`src/rtl/if_id_fetch_stage_pkg.sv`:
```
// Shared constants for the MIPS fetch stage: IF/ID control encodings, nop word, reset PC.
package if_id_fetch_stage_pkg;

    typedef enum logic [1:0] {
        IF_ID_HOLD     = 2'b00,
        IF_ID_BUBBLE   = 2'b01,
        IF_ID_LOAD     = 2'b10,
        IF_ID_LOAD_ALT = 2'b11
    } if_id_ctrl_e;

    localparam logic [31:0] NOP_INSTR        = 32'h0000_0000;
    localparam logic [31:0] RESET_PC_DEFAULT = 32'h0000_0000;

endpackage

```
`src/rtl/if_id_fetch_stage_pc_reg.sv`:
```
// Program counter flop: a taken-branch redirect beats the sequential-advance enable.
module if_id_fetch_stage_pc_reg #(
    parameter int                WIDTH    = 32,
    parameter logic [WIDTH-1:0]  RESET_PC = '0
) (
    input  logic             clk_i,
    input  logic             rst_i,
    input  logic             en_i,
    input  logic             redirect_i,
    input  logic [WIDTH-1:0] target_i,
    input  logic [WIDTH-1:0] seq_i,
    output logic [WIDTH-1:0] pc_o
);

    always_ff @(posedge clk_i or posedge rst_i) begin
        if (rst_i) begin
            pc_o <= RESET_PC;
        end else if (redirect_i) begin
            pc_o <= target_i;
        end else if (en_i) begin
            pc_o <= seq_i;
        end
    end

endmodule

```
`src/rtl/if_id_fetch_stage.sv`:
```
// Fetch stage of the 5-stage MIPS pipeline: PC, PC+4, branch redirect and the IF/ID register,
// steered by the hazard unit's pc_write / IF_ID_Write controls.
module if_id_fetch_stage
    import if_id_fetch_stage_pkg::*;
#(
    parameter int               WIDTH    = 32,
    parameter logic [WIDTH-1:0] RESET_PC = WIDTH'(RESET_PC_DEFAULT),
    parameter int               CNT_W    = 16
) (
    input  logic             clk_i,
    input  logic             rst_i,
    input  logic             pc_write_i,
    input  logic [1:0]       IF_ID_Write_i,
    input  logic             branch_taken_i,
    input  logic [WIDTH-1:0] branch_target_i,
    output logic [WIDTH-1:0] instr_addr_o,
    input  logic [WIDTH-1:0] instr_i,
    output logic [WIDTH-1:0] IF_ID_pc4_o,
    output logic [WIDTH-1:0] IF_ID_instr_o,
    output logic             IF_ID_valid_o,
    output logic [4:0]       IF_rs_o,
    output logic [4:0]       IF_rt_o,
    output logic [CNT_W-1:0] stall_cnt_o,
    output logic [CNT_W-1:0] fetch_cnt_o
);

    function automatic logic [CNT_W-1:0] sat_inc(input logic [CNT_W-1:0] v);
        return (&v) ? v : v + 1'b1;
    endfunction

    if_id_ctrl_e      if_id_ctrl;
    logic [WIDTH-1:0] pc_p0;
    logic [WIDTH-1:0] pc4_p0;
    logic             load_p0;
    logic             bubble_p0;
    logic             stall_p0;
    logic [WIDTH-1:0] if_id_pc4_p1;
    logic [WIDTH-1:0] if_id_instr_p1;
    logic             vld_p1;
    logic [CNT_W-1:0] stall_cnt_q;
    logic [CNT_W-1:0] fetch_cnt_q;

    // ---- IF (p0): PC, sequential address, control decode ----
    if_id_fetch_stage_pc_reg #(
        .WIDTH    (WIDTH),
        .RESET_PC (RESET_PC)
    ) u_pc_reg (
        .clk_i      (clk_i),
        .rst_i      (rst_i),
        .en_i       (pc_write_i),
        .redirect_i (branch_taken_i),
        .target_i   (branch_target_i),
        .seq_i      (pc4_p0),
        .pc_o       (pc_p0)
    );

    assign pc4_p0     = pc_p0 + WIDTH'(4);
    assign if_id_ctrl = if_id_ctrl_e'(IF_ID_Write_i);

    always_comb begin
        load_p0   = 1'b0;
        bubble_p0 = 1'b0;
        if (branch_taken_i) begin
            bubble_p0 = 1'b1;
        end else begin
            case (if_id_ctrl)
                IF_ID_BUBBLE:              bubble_p0 = 1'b1;
                IF_ID_LOAD, IF_ID_LOAD_ALT: load_p0   = 1'b1;
                default:                   ;
            endcase
        end
    end

    assign stall_p0 = !pc_write_i && !branch_taken_i;

    // ---- IF/ID register (p1) and performance counters ----
    always_ff @(posedge clk_i or posedge rst_i) begin
        if (rst_i) begin
            if_id_pc4_p1   <= '0;
            if_id_instr_p1 <= WIDTH'(NOP_INSTR);
            vld_p1         <= 1'b0;
            stall_cnt_q    <= '0;
            fetch_cnt_q    <= '0;
        end else begin
            if (bubble_p0) begin
                if_id_pc4_p1   <= '0;
                if_id_instr_p1 <= WIDTH'(NOP_INSTR);
                vld_p1         <= 1'b0;
            end else if (load_p0) begin
                if_id_pc4_p1   <= pc4_p0;
                if_id_instr_p1 <= instr_i;
                vld_p1         <= 1'b1;
            end
            if (stall_p0) stall_cnt_q <= sat_inc(stall_cnt_q);
            if (load_p0)  fetch_cnt_q <= sat_inc(fetch_cnt_q);
        end
    end

    assign instr_addr_o  = pc_p0;
    assign IF_ID_pc4_o   = if_id_pc4_p1;
    assign IF_ID_instr_o = if_id_instr_p1;
    assign IF_ID_valid_o = vld_p1;
    assign IF_rs_o       = if_id_instr_p1[25:21];
    assign IF_rt_o       = if_id_instr_p1[20:16];
    assign stall_cnt_o   = stall_cnt_q;
    assign fetch_cnt_o   = fetch_cnt_q;

endmodule

```
`config.mk`:
```
export PLATFORM = sky130hd
export DESIGN_NAME = if_id_fetch_stage
export DESIGN_NICKNAME = d
export VERILOG_FILES = /design/src/rtl/if_id_fetch_stage_pkg.sv /design/src/rtl/if_id_fetch_stage_pc_reg.sv /design/src/rtl/if_id_fetch_stage.sv
export SDC_FILE = /design/constraint.sdc
export NUM_CORES = 1
export LEC_CHECK = 0
export CORE_MARGIN = 3
export CORE_UTILIZATION = 49
export DETAILED_ROUTE_END_ITERATION = 8
export PLACE_DENSITY = 0.85
export SETUP_SLACK_MARGIN = 0.05
export SLEW_MARGIN = 20
export SYNTH_ARGS = -nofsm -noshare
export SYNTH_HDL_FRONTEND = slang
export SYNTH_SLANG_ARGS = --single-unit
```
`constraint.sdc`:
```
create_clock -name clk_i -period 6.2 [get_ports clk_i]
set_input_delay 0.93 -clock clk_i [delete_from_list [all_inputs] [get_ports clk_i]]
set_output_delay 0.93 -clock clk_i [all_outputs]
set_load 0.03 [all_outputs]
```
==> out/results.ini <==
[critical_path]
crit_fanout = 20
path_class = input port to flip-flop
worstPathBufferInverterCount = 1
critPathCaptureType = flip-flop
crit_slowest_cell = clkdlybuf4s50_1
startpoint_type = input port
worstPathRequired_ps = 6500
path_cells = clkdlybuf4s50_1 > nor2_1 > and3_1 > nor3b_1 > nand4_1 > xnor2_1
arrival_ps = 3350
cp_top_family = simple AND/OR/NAND/NOR gates
cp_slowest_stage_delay_ps = 890

[synth]
synth_nets = 660
synth_area_sq_um = 6030
synth.avg_cell_area_sq_um = 10.3
syn_inst = 587
synth.distinct_cells = 37
synth-seq-cells = 129
yosysWarnings = 0
synth-seq-area-share = 0.535

[sta]
report.final.slew_viol_count = 0
setup_tns_ps = 0
period_needed_ps = 3050
finClkSkew_ps = 7.48
finalHoldViolCount = 0
relSlewSlack = 0.310
max_freq_ghz = 0.328
worstMarginPinSlew_ps = 1030
finalSetupViolCount = 0
rsz0062_at_grt = false
finalCritPeriodShare = 0.492

[detailed_routing]
post_drt_wl_per_cell_um = 18.3
first_pass_iters = 5
drc = 0
drtIter0Drc = 520
ant_nets = 0
via_count = 5300
via_per_inst = 5.69
drt_wl_total_mm = 17.0

[cts]
post_cts_buffers = 0
path_clk_slew_ps = 60
cts-hold-fix-buffers = 0
cts-root-buf = clkbuf_16
insertion_delay_ps = 410
cts_tree = yes
cts_resized = 0
cts-buffers-inserted = 17
clock_sinks = 129
htreeDepth = 4
clockBufferDepth = 2

[power]
peakVddDrop_mv = 0.222
p_per_area_nw_per_um2 = 289
finalPower_uw = 2500
p_leak_uw = 0.00358

[flow_run]
maxCapViolations = 0

[placement]
portBuffers = 208
gp_congestion = 0.866
place_area_sq_um = 8120
dp_hpwl_mm = 12.1

[floorplan]
die_h_um = 117
core_area_sq_um = 11700
die_area_sq_um = 13700
pin_count = 209
fp.dieW_um = 117
rows = 39
start_util = 0.515

[global_route]
first_global_vias = 5283
grt_max_degree = 73
grt_overflow_total = 0
antenna_found_initial = 0
grt_use_total = 0.251
grt_pass1_wl_mm = 26.8

[layout]
register_area_sq_um = 3230
fin_nets = 849
final_common_cell = clkdlybuf4s50_1
fin_area_sq_um = 8660
fillers = 834
drive_above_1_share = 0.0571
syn2layout_area_growth_pct = 43.5
final_cell_mix = clkdlybuf4s50_1, dfrtp_1, nand2_1
insertedDiodeCount = 0
multiInputGateArea_sq_um = 2580

[outcome]
status = finished, final reports clean

[hold_path]
holdCritPathClass = flip-flop to flip-flop

-- worst paths after layout --
path | end | depth (start not counted) | startpoint | slack (ps)
worst max register to register | u_pc_reg.pc_o[28] | 6 | u_pc_reg.pc_o[2] | 3740
max in group asynchronous | IF_ID_instr_o[3] | 3 | rst_i | 3830
worst min register to register | IF_ID_pc4_o[26] | 2 | IF_ID_pc4_o[26] | 480
min in group asynchronous | IF_ID_instr_o[11] | 2 | rst_i | 1040
worst max-delay path | stall_cnt_o[15] | 6 | pc_write_i | 3150
worst min-delay path | IF_ID_pc4_o[26] | 2 | IF_ID_pc4_o[26] | 480
-- synthesized netlist by cell type (all sizes together) --
cell	number	area (sq um)
a21oi	3	15.0
a22o	38	333
a22oi	1	7.51
a31oi	4	25.0
a41oi	1	8.76
and2	3	18.8
and3	9	56.3
and4	4	35.0
buf	18	118
clkbuf	25	97.6
dfrtp	129	3230
ha	3	37.5
inv	6	22.5
mux2	6	67.6
mux2i	2	20.0
nand2	86	323
nand2b	2	12.5
nand3	28	140
nand4	34	228
nor2	25	93.8
nor2b	4	25.0
nor3	9	50.1
nor3b	1	7.51
nor4	6	37.5
o21ai	53	265
or2	1	6.26
or3	2	12.5
or4	3	30.0
xnor2	38	333
xor2	43	377
-- through the flow --
stage | hold WS [ps] | setup slack [ps] | cells | utilization
after floorplan | 655 | 1830 | 587 | -
after global placement | 465 | 2930 | 900 | 0.694
after detailed placement | 475 | 2800 | 900 | 0.694
after CTS | 486 | 3240 | 931 | 0.739
after global routing | 513 | 3070 | 931 | 0.739
final | 483 | 3150 | 931 | 0.739
-- worst register-to-register path, delay by kind of cell (launching register included) --
family | cells | cell delay, ps
DFF | 1 | 480
and+or+nand+nor | 5 | 1570
adders and majority gates | 1 | 330
-- power by group --
group / switching [uW] / internal, uW
combinational: 316 / 253
clock: 341 / 567
sequential: 103 / 922
-- layer usage --
metal | part of all wire | routed length [um] | global-route usage | vias up
li1 | - | - | - | 2429
met1 | 0.41 | 6920 | 0.321 | 2590
met2 | 0.50 | 8430 | 0.408 | 250
met3 | 0.079 | 1340 | 0.0658 | 31
met4 | 0.020 | 337 | 0.104 | 0
met5 | 0 | 0 | 0 | -
-- layout make-up --
type | instances | area share
clock buffer | 25 | 0.0549
clock inverter | 6 | 0.00665
inverter | 6 | 0.00289
multi-input combinational | 409 | 0.298
sequential | 129 | 0.373
tap | 143 | 0.0207
timing repair buffer | 213 | 0.244
-- registers in the layout, indices dropped and copies added, names as in the netlist --
name	cells
IF_ID_valid_o	1
fetch_cnt_o	16
stall_cnt_o	16
u_pc_reg.pc_o	32
IF_ID_pc4_o	32
IF_ID_instr_o	32
-- cell families (layout without fill, tap and decap cells) --
kind of cell / count (synthesis) / count (layout) / synth area share
AND/OR/NAND/NOR: 217 / 217 / 0.178
flip-flops: 129 / 129 / 0.535
AO/OA/AOI/OAI: 100 / 100 / 0.109
XOR/XNOR: 81 / 81 / 0.118
buffers and inverters: 49 / 250 / 0.0394
multiplexers: 8 / 8 / 0.0145
adder cells (fa/ha/maj): 3 / 3 / 0.00622
(Power assumes the default switching activity.)
